## src/rtl/risc_pkg.sv

```systemverilog
// risc_pkg
// Shared constants for the RISC memory arbiter slice: default address and
// data widths for the 32x8 RAM, the arbiter FSM state encoding and the
// owner encoding used on the owner output and the last_served register.
package risc_pkg;

    localparam int AW = 5;
    localparam int DW = 8;

    typedef enum logic [1:0] {
        IDLE   = 2'b00,
        ACCESS = 2'b01,
        RESP   = 2'b10
    } arb_state_t;

    localparam logic OWN_CPU  = 1'b0;
    localparam logic OWN_HOST = 1'b1;

endpackage

```

## src/rtl/risc_mem_arbiter_if.sv

```systemverilog
// risc_mem_arbiter_if
// Bundles the three buses around the arbiter.
//   CPU side  : cpu_req/cpu_we/cpu_addr/cpu_wdata in, cpu_rdata/cpu_ack out
//   Host side : host_req/host_we/host_addr/host_wdata in, host_rdata/host_ack out
//   RAM side  : mem_addr/mem_wdata/mem_rd/mem_wr out, mem_rdata in
//   Status    : owner out (0 = CPU, 1 = host)
// The slave modport is the arbiter's view; master is the view of whatever
// drives the requesters and models the RAM.
interface risc_mem_arbiter_if #(
    parameter int AW = risc_pkg::AW,
    parameter int DW = risc_pkg::DW
);
    logic          cpu_req;
    logic          cpu_we;
    logic [AW-1:0] cpu_addr;
    logic [DW-1:0] cpu_wdata;
    logic [DW-1:0] cpu_rdata;
    logic          cpu_ack;

    logic          host_req;
    logic          host_we;
    logic [AW-1:0] host_addr;
    logic [DW-1:0] host_wdata;
    logic [DW-1:0] host_rdata;
    logic          host_ack;

    logic [AW-1:0] mem_addr;
    logic [DW-1:0] mem_wdata;
    logic          mem_rd;
    logic          mem_wr;
    logic [DW-1:0] mem_rdata;

    logic          owner;

    modport slave (
        input  cpu_req, cpu_we, cpu_addr, cpu_wdata,
        output cpu_rdata, cpu_ack,
        input  host_req, host_we, host_addr, host_wdata,
        output host_rdata, host_ack,
        output mem_addr, mem_wdata, mem_rd, mem_wr,
        input  mem_rdata,
        output owner
    );

    modport master (
        output cpu_req, cpu_we, cpu_addr, cpu_wdata,
        input  cpu_rdata, cpu_ack,
        output host_req, host_we, host_addr, host_wdata,
        input  host_rdata, host_ack,
        input  mem_addr, mem_wdata, mem_rd, mem_wr,
        output mem_rdata,
        input  owner
    );

endinterface

```

## src/rtl/rr_arb2.sv

```systemverilog
// rr_arb2
// Combinational two-way picker.
//   req_a, req_b : requests (a = CPU, b = host)
//   last         : 1 when b was served last, 0 when a was served last
//   prio_b       : 1 makes b win every tie
//   gnt_a, gnt_b : one-hot (or zero) grant
module rr_arb2 (
    input  logic req_a,
    input  logic req_b,
    input  logic last,
    input  logic prio_b,
    output logic gnt_a,
    output logic gnt_b
);

    // On a tie b wins if it has fixed priority or if a was served last.
    assign gnt_b = req_b & (~req_a | prio_b | ~last);
    assign gnt_a = req_a & ~gnt_b;

endmodule

```

## src/rtl/risc_mem_arbiter.sv

```systemverilog
// risc_mem_arbiter
// Shares the single 32x8 RISC RAM between the CPU and the host loader port.
// Each transaction: grant in IDLE, WAIT_CYC+1 cycles of ACCESS with the
// strobe held, then one RESP cycle carrying the owner's ack.
//   clk, rst : clock (rising edge) and asynchronous active-high reset
//   bus      : CPU, host and RAM buses plus owner (slave modport)
module risc_mem_arbiter
    import risc_pkg::*;
#(
    parameter int AW        = risc_pkg::AW,
    parameter int DW        = risc_pkg::DW,
    parameter int WAIT_CYC  = 1,
    parameter int HOST_PRIO = 0
) (
    input  logic                clk,
    input  logic                rst,
    risc_mem_arbiter_if.slave   bus
);

    localparam logic [2:0] WAIT_INIT = 3'(WAIT_CYC);
    localparam logic       PRIO_B    = 1'(HOST_PRIO);

    arb_state_t    state,      state_n;
    logic [2:0]    wait_cnt,   wait_cnt_n;
    logic          op_we,      op_we_n;
    logic [AW-1:0] addr_q,     addr_n;
    logic [DW-1:0] wdata_q,    wdata_n;
    logic          owner_q,    owner_n;
    logic          last_q,     last_n;
    logic [DW-1:0] cpu_rd_q,   cpu_rd_n;
    logic [DW-1:0] host_rd_q,  host_rd_n;
    logic          gnt_cpu,    gnt_host;

    rr_arb2 u_pick (
        .req_a  (bus.cpu_req),
        .req_b  (bus.host_req),
        .last   (last_q),
        .prio_b (PRIO_B),
        .gnt_a  (gnt_cpu),
        .gnt_b  (gnt_host)
    );

    always_ff @(posedge clk or posedge rst) begin
        if (rst) begin
            state     <= IDLE;
            wait_cnt  <= '0;
            op_we     <= 1'b0;
            addr_q    <= '0;
            wdata_q   <= '0;
            owner_q   <= OWN_HOST;
            last_q    <= OWN_HOST;
            cpu_rd_q  <= '0;
            host_rd_q <= '0;
        end else begin
            state     <= state_n;
            wait_cnt  <= wait_cnt_n;
            op_we     <= op_we_n;
            addr_q    <= addr_n;
            wdata_q   <= wdata_n;
            owner_q   <= owner_n;
            last_q    <= last_n;
            cpu_rd_q  <= cpu_rd_n;
            host_rd_q <= host_rd_n;
        end
    end

    always_comb begin
        state_n    = state;
        wait_cnt_n = wait_cnt;
        op_we_n    = op_we;
        addr_n     = addr_q;
        wdata_n    = wdata_q;
        owner_n    = owner_q;
        last_n     = last_q;
        cpu_rd_n   = cpu_rd_q;
        host_rd_n  = host_rd_q;
        case (state)
            IDLE: begin
                if (gnt_host) begin
                    owner_n    = OWN_HOST;
                    addr_n     = bus.host_addr;
                    wdata_n    = bus.host_wdata;
                    op_we_n    = bus.host_we;
                    wait_cnt_n = WAIT_INIT;
                    state_n    = ACCESS;
                end else if (gnt_cpu) begin
                    owner_n    = OWN_CPU;
                    addr_n     = bus.cpu_addr;
                    wdata_n    = bus.cpu_wdata;
                    op_we_n    = bus.cpu_we;
                    wait_cnt_n = WAIT_INIT;
                    state_n    = ACCESS;
                end
            end
            ACCESS: begin
                // RAM data is only guaranteed valid in the final ACCESS cycle.
                if (wait_cnt == 3'd0) begin
                    if (!op_we) begin
                        if (owner_q == OWN_HOST) host_rd_n = bus.mem_rdata;
                        else                     cpu_rd_n  = bus.mem_rdata;
                    end
                    state_n = RESP;
                end else begin
                    wait_cnt_n = wait_cnt - 3'd1;
                end
            end
            RESP: begin
                last_n  = owner_q;
                state_n = IDLE;
            end
            default: state_n = IDLE;
        endcase
    end

    // Strobes and acks decode straight from the state register so that an
    // asynchronous reset drops them immediately.
    assign bus.mem_rd     = (state == ACCESS) & ~op_we;
    assign bus.mem_wr     = (state == ACCESS) &  op_we;
    assign bus.cpu_ack    = (state == RESP) & (owner_q == OWN_CPU);
    assign bus.host_ack   = (state == RESP) & (owner_q == OWN_HOST);
    assign bus.mem_addr   = addr_q;
    assign bus.mem_wdata  = wdata_q;
    assign bus.cpu_rdata  = cpu_rd_q;
    assign bus.host_rdata = host_rd_q;
    assign bus.owner      = owner_q;

endmodule

```

## src/flat_wrapper.sv

```systemverilog
// flat-port wrapper written by rule: the top's interface ports become plain ports
module risc_mem_arbiter_flat import risc_pkg::*;
#(
    parameter int AW        = risc_pkg::AW,
    parameter int DW        = risc_pkg::DW,
    parameter int WAIT_CYC  = 1,
    parameter int HOST_PRIO = 0
)
  (clk, rst, bus_cpu_req, bus_cpu_we, bus_cpu_addr, bus_cpu_wdata, bus_cpu_rdata, bus_cpu_ack, bus_host_req, bus_host_we, bus_host_addr, bus_host_wdata, bus_host_rdata, bus_host_ack, bus_mem_addr, bus_mem_wdata, bus_mem_rd, bus_mem_wr, bus_mem_rdata, bus_owner);
  risc_mem_arbiter_if #(.AW(AW), .DW(DW)) bus_i ();
  input  logic clk;
  input  logic rst;
  input wire logic [$bits(bus_i.cpu_req)-1:0] bus_cpu_req;
  input wire logic [$bits(bus_i.cpu_we)-1:0] bus_cpu_we;
  input wire logic [$bits(bus_i.cpu_addr)-1:0] bus_cpu_addr;
  input wire logic [$bits(bus_i.cpu_wdata)-1:0] bus_cpu_wdata;
  output wire logic [$bits(bus_i.cpu_rdata)-1:0] bus_cpu_rdata;
  output wire logic [$bits(bus_i.cpu_ack)-1:0] bus_cpu_ack;
  input wire logic [$bits(bus_i.host_req)-1:0] bus_host_req;
  input wire logic [$bits(bus_i.host_we)-1:0] bus_host_we;
  input wire logic [$bits(bus_i.host_addr)-1:0] bus_host_addr;
  input wire logic [$bits(bus_i.host_wdata)-1:0] bus_host_wdata;
  output wire logic [$bits(bus_i.host_rdata)-1:0] bus_host_rdata;
  output wire logic [$bits(bus_i.host_ack)-1:0] bus_host_ack;
  output wire logic [$bits(bus_i.mem_addr)-1:0] bus_mem_addr;
  output wire logic [$bits(bus_i.mem_wdata)-1:0] bus_mem_wdata;
  output wire logic [$bits(bus_i.mem_rd)-1:0] bus_mem_rd;
  output wire logic [$bits(bus_i.mem_wr)-1:0] bus_mem_wr;
  input wire logic [$bits(bus_i.mem_rdata)-1:0] bus_mem_rdata;
  output wire logic [$bits(bus_i.owner)-1:0] bus_owner;
  assign bus_i.cpu_req = bus_cpu_req;
  assign bus_i.cpu_we = bus_cpu_we;
  assign bus_i.cpu_addr = bus_cpu_addr;
  assign bus_i.cpu_wdata = bus_cpu_wdata;
  assign bus_cpu_rdata = bus_i.cpu_rdata;
  assign bus_cpu_ack = bus_i.cpu_ack;
  assign bus_i.host_req = bus_host_req;
  assign bus_i.host_we = bus_host_we;
  assign bus_i.host_addr = bus_host_addr;
  assign bus_i.host_wdata = bus_host_wdata;
  assign bus_host_rdata = bus_i.host_rdata;
  assign bus_host_ack = bus_i.host_ack;
  assign bus_mem_addr = bus_i.mem_addr;
  assign bus_mem_wdata = bus_i.mem_wdata;
  assign bus_mem_rd = bus_i.mem_rd;
  assign bus_mem_wr = bus_i.mem_wr;
  assign bus_i.mem_rdata = bus_mem_rdata;
  assign bus_owner = bus_i.owner;
  risc_mem_arbiter #(.AW(AW), .DW(DW), .WAIT_CYC(WAIT_CYC), .HOST_PRIO(HOST_PRIO)) u_core (.clk(clk), .rst(rst), .bus(bus_i));
endmodule
```

## config.mk

```make
export PLATFORM = sky130hd
export DESIGN_NAME = risc_mem_arbiter_flat
export DESIGN_NICKNAME = d
export VERILOG_FILES = /design/src/rtl/risc_pkg.sv /design/src/rtl/risc_mem_arbiter_if.sv /design/src/rtl/rr_arb2.sv /design/src/rtl/risc_mem_arbiter.sv /design/src/flat_wrapper.sv
export SDC_FILE = /design/constraint.sdc
export NUM_CORES = 1
export LEC_CHECK = 0
export BUFFER_PORTS_ARGS = -buffer_cell sky130_fd_sc_hd__buf_2
export CAP_MARGIN = 0
export CORE_MARGIN = 2
export CORE_UTILIZATION = 40
export DETAILED_ROUTE_END_ITERATION = 10
export PLACE_DENSITY = 0.71
export SLEW_MARGIN = 20
export SYNTH_ARGS = -nofsm -noshare
export SYNTH_HDL_FRONTEND = slang
export SYNTH_SLANG_ARGS = --single-unit
```

## constraint.sdc

```tcl
create_clock -name clk -period 2.9 [get_ports clk]
set_clock_uncertainty 0.2 [all_clocks]
set_input_delay 0.145 -clock clk [delete_from_list [all_inputs] [get_ports clk]]
set_output_delay 0.145 -clock clk [all_outputs]
set_load 0.01 [all_outputs]
```

* Word level (Yosys, flattened, before mapping)
Cells that the tools add are included.
Storage, ports and cells: output and inout bits 34, word-level logic and storage cells 52, flip-flop bits (word level) 37, bits of input ports 40
Operators by class: add/sub/neg operators 1, reductions and logical operators 9, eq/ne operators 5, bitwise gates (word level) 12, mux-type cells 16
Operators with widths (count):
- $mux W8 | 2
- $mux W5 | 2
- $mux W3 | 3
- $reduce_and A4 Y1 | 2
- $and A1 B1 Y1 | 6
- $mux W2 | 3
- $pmux W3 S2 | 1
- $not A1 Y1 | 5
- $mux W1 | 4
- $pmux W2 S2 | 1
- $reduce_and A2 Y1 | 2
- $reduce_bool A2 Y1 | 2
- $logic_not A3 Y1 | 1
- $ne A3 B2 Y1 const B | 1
- $reduce_and A3 Y1 | 1
- $sub A3 B1 Y3 const B | 1
- $eq A2 B1 Y1 const B | 1
- $eq A2 B2 Y1 const B | 1
- $logic_not A2 Y1 | 1
- $ne A2 B1 Y1 const B | 1
- $ne A2 B2 Y1 const B | 1
- $or A1 B1 Y1 | 1

* Longest topological paths before layout
depth after elaboration 8, depth in mapped cells 6, depth with buffers taken out 6

* Hierarchy
Synthesis repeated with hierarchy kept, for this count alone.
Unflattened totals: cell total of the unflattened synthesis 142, area, all modules 1707.9 µm²
By module, submodules not included:
- risc_mem_arbiter | area an instance 1677.9 µm², cells each 138, seq. area each 928.4 µm², times used 1
- rr_arb2 | area an instance 30.0 µm², cells each 4, seq. area each 0.0 µm², times used 1

* Worst setup path after synthesis
OpenSTA, ideal clock, no wires.
path type reg2reg, from register u_core.wait_cnt[0], to register u_core.cpu_rd_q[0], in the netlist u_core.bus.cpu_rdata[0], setup slack 1.045 ns, clock period less this slack 1.855 ns, stages on the path, launching flop included 7, buffers on the path 1, library setup time 0.125 ns, arrival 1.531 ns, required time 2.575 ns, cells stage by stage dfrtp_1 inv_1 ha_1 ha_1 nor4bb_1 buf_2 mux2_2
Between the ends: cells in the longest elaborated chain, start to end 2
Ends and longest elaborated chain:
- start, declared | line risc_mem_arbiter.sv:24 | logic [2:0] wait_cnt, wait_cnt_n;
- start signal, assigned | line risc_mem_arbiter.sv:56 | wait_cnt <= wait_cnt_n;
- $logic_not A3 Y1 | line risc_mem_arbiter.sv:97 | if (wait_cnt == 3'd0) begin
- $reduce_and A4 Y1 (no source line)
- end signal, assigned | line risc_mem_arbiter.sv:62 | cpu_rd_q <= cpu_rd_n;
- end, declared | line risc_mem_arbiter.sv:30 | logic [DW-1:0] cpu_rd_q, cpu_rd_n;
No other way between the ends. A chain may end at the register's enable or synchronous reset.

* Worst setup path in the final report
from register u_core.last_q, to register u_core.op_we
Between the ends: cells in the longest elaborated chain, start to end 7, elaborated cells between the ends (all ways) 8, those cells by class mux (1); bitwise (5); reduce/logical (2)
Ends and longest elaborated chain:
- start, declared | line risc_mem_arbiter.sv:29 | logic last_q, last_n;
- start signal, assigned | line risc_mem_arbiter.sv:61 | last_q <= last_n;
- $not A1 Y1 (*) | line rr_arb2.sv:17 | assign gnt_b = req_b & (~req_a | prio_b | ~last);
- $or A1 B1 Y1 (*) | line rr_arb2.sv:17
- $and A1 B1 Y1 (*) | line rr_arb2.sv:17
- $not A1 Y1 | line rr_arb2.sv:18 | assign gnt_a = req_a & ~gnt_b;
- $and A1 B1 Y1 | line rr_arb2.sv:18
- $reduce_bool A2 Y1 (no source line)
- $reduce_and A2 Y1 (no source line)
- end signal, assigned | line risc_mem_arbiter.sv:57 | op_we <= op_we_n;
- end, declared | line risc_mem_arbiter.sv:25 | logic op_we, op_we_n;
Mark *: on every way between the ends. The rest lies on a longest branch, timed or not.

==> summary.md <==
| Metric | Value |
|---|---|
| Detailed Place HPWL | `2.64 mm` |
| CP Max Fanout | `15` |
| Slew of the pin with the lowest slew margin | `roughly 750 ps` |
| Top achievable clock speed | `between 0.4 and 0.5 GHz` |
| Cells along the critical path | `a21bo_1, mux2_2, mux2_2` |
| Outcome | `finished clean` |
| CP required | `around 2900 ps` |
| FILL cells | `between 300 and 400` |
| Post-synthesis compound-gate area fraction | `around 3.3%` |
| Vias/cell | `slightly below 5` |
| Root Buffer | `clkbuf_8` |
| Final hold vios | `0` |
| Row Count | `23` |
| VDD IR-drop max | `around 460 µV` |
| CP max-delay cell | `a21bo_1` |
| Num ports | `74` |
| Setup_tns | `0 ps` |
| Layout cells sized above 1 | `between 60% and 70%` |
| Initial antenna violation count | `0` |
| Mapped Area | `1720 µm²` |
| Power per cell area | `1000 nW/µm²` |
| Nets | `between 200 and 250` |
| WS Path Type | `reg -> reg` |
| Largest net degree at the start of global routing | `31` |
| Largest family of logic cells by synthesized area | `multiplexers` |
| IO Port Bufs | `73` |
| Yosys cell types | `25` |
| Number of synthesis warnings | `0` |
| Post-Synth Adder-Cell Area | `under 10%` |
| Final Util | `56.8%` |
| Sink Count | `37` |
| CP Capture Type | `flop` |
| Area growth syn-to-layout | `34.4%` |
| Routed wire length | `between 3 and 4 mm` |
| Max-cap violations | `0` |
| Total GRT Usage | `15.6%` |
| Mux share of post-synthesis cell area | `between 30% and 40%` |
| Core outline area | `4060 µm²` |
| Remaining Overflow, GRT | `0` |
| CP Launch Type | `flop` |
| Clk_lat worst skew | `around 280 ps` |
| Via count | `1,227` |
| Crit path DAT | `2080 ps` |
| Synthesized instance count | `between 100 and 150` |
| Seq cells post-synth | `37` |
| Synth Area in Simple Gates | `about 5.5%` |
| CTS tree | `yes` |
| Largest cells by area after synthesis | `dfrtp_1, mux2_2, mux2_4` |
| Slew HR | `about half` |
| Placer Congestion | `~0.79` |
| Synth Area per Inst | `about 15 µm²` |
| Cell mode on critical path | `mux2_2` |
| Cts repair resizes | `0` |
| Number of global-route vias before repair | `about 1,300` |
| DIE AREA | `between 4000 and 5000 µm²` |
| First-pass GRT wire length | `around 5.9 mm` |
| Clk pin slew, worst setup/hold paths | `70 ps` |
| Sequential share of the synthesized area | `~54%` |
| H-tree depth | `2` |
| Wire per inst | `14.0 µm` |
| TritonRoute pass-1 iters | `4` |
| Post-Synth XOR/XNOR Area | `0%` |
| Min-delay worst type | `in -> reg` |
| Fin. max-slew vios | `0` |
| Antenna cells | `0` |
| Starting Density | `approximately 42%` |
| # DRC | `0` |
| Die width | `69.5 µm` |
| Die height | `69.5 µm` |
| Max incr delay on CP | `roughly 600 ps` |
| Synthesized net count | `between 150 and 200` |
| Initial DRC Count | `18` |
| Final Critical Period | `~2100 ps` |
| Routed Antenna Nets | `0` |
| RSZ-0062 raised after global routing | `no` |
| Largest area contributor in the netlist | `dfrtp_1` |
| CTS max path bufs | `2` |
| Leak | `roughly 1.2 nW` |
| Fin crit share | `about 73%` |
| Share of the synthesized area in the top cell type | `51.1%` |
| Final setup vio count | `0` |
| Num CTS Buffers | `5` |
-- metal layers --
layer / vias up / routed length, µm / global-route usage, %
met5: - / 0 / 0
met1: 589 / 1420 / 17.1
li1: 575 / - / -
met3: 5 / 317 / 6.40
met4: 0 / 42 / 4.58
met2: 58 / 1750 / 27.7
-- critical path, delay by kind of cell, from the launching register on --
kind | cells | cell delay (ps)
AOI/OAI and AO/OA | 1 | 600
DFF | 1 | 530
muxes | 2 | 670
-- worst paths after layout --
check                           slack (ps)                       to               start  cells after the start
worst max-delay path                   790             u_core.op_we       u_core.last_q                      3
worst min-delay path                    20  u_core.bus.mem_wdata[7]    bus_cpu_wdata[7]                      3
worst max register to register         790             u_core.op_we       u_core.last_q                      3
worst min register to register         300       u_core.wait_cnt[1]  u_core.wait_cnt[1]                      1
max in group asynchronous             1700  u_core.bus.cpu_rdata[3]                 rst                      4
min in group asynchronous              290  u_core.bus.cpu_rdata[5]                 rst                      3
-- cell usage after synthesis (all sizes together) --
library cell / number
mux2: 44
dfrtp: 35
inv: 6
buf: 5
nor2: 4
a21o: 2
and2: 2
dfstp: 2
ha: 2
nor2b: 2
o2bb2ai: 2
a21bo: 1
a21oi: 1
nand4b: 1
nor3: 1
nor4bb: 1
o31a: 1
or2b: 1
or3: 1
or3b: 1
-- per-stage QoR --
stage	hold WS, ps	total power, mW	std cells	cell area, µm²	worst slack, ps
CTS	3.29	2.35	253	2300	766
detailed placement	194	1.93	236	2110	779
global route	9.52	2.48	253	2300	686
finish	16.2	2.31	253	2300	789
global placement	176	1.88	236	2110	862
floorplan	79.7	1.60	115	1720	1040
-- cell usage in the layout, fill, tap and decap left out, types with 2 or more instances in the layout --
cell and count:
o2bb2ai_1 2, buf_4 3, dfstp_2 2, mux2_4 9, mux2_1 2, dfrtp_1 35
ha_1 2, buf_2 73, dlygate4sd3_1 9, mux2_2 33, a21o_1 2, inv_1 5
clkbuf_8 7, and2_1 2, nor2_1 4
-- cells by family (layout without fill, tap and decap cells) --
group,after synthesis,after routing
and+or+nand+nor,14,14
buffers and inverters,11,99
AOI/OAI and AO/OA,7,7
DFF,37,37
muxes,44,44
adders and majority gates,2,2
-- area by class of cell --
class	instances	area, µm²	area share (%)
Sequential cell	37	928	40.3
Multi-Input combinational cell	67	712	30.9
Timing Repair Buffer	85	478	20.7
Clock buffer	7	96.3	4.18
Tap cell	50	62.6	2.71
Inverter	6	22.5	0.977
Clock inverter	1	5.00	0.217
-- report_power, final --
group	internal, mW	switching, mW	leakage (nW)	total [mW]
combinational	0.540	0.448	0.681	0.987
clock	0.215	0.171	0.0542	0.386
sequential	0.788	0.151	0.437	0.938
-- flip-flops by register name, summed over array words and instances (netlist names) --
signal and count:
u_core.bus.cpu_rdata 8, u_core.bus.host_rdata 8, u_core.bus.mem_addr 5, u_core.bus.mem_wdata 8, u_core.bus.owner 1, u_core.last_q 1, u_core.op_we 1, u_core.state 2
u_core.wait_cnt 3
-- repair_timing --
| action | CTS | global route |
|---|---|---|
| endpoints found under the setup margin | 0 | 0 |
| hold buffers | 9 | 0 |
| endpoints found under the hold margin | 42 | 0 |
| setup buffers | 0 | 0 |
(Power assumes the default switching activity.)
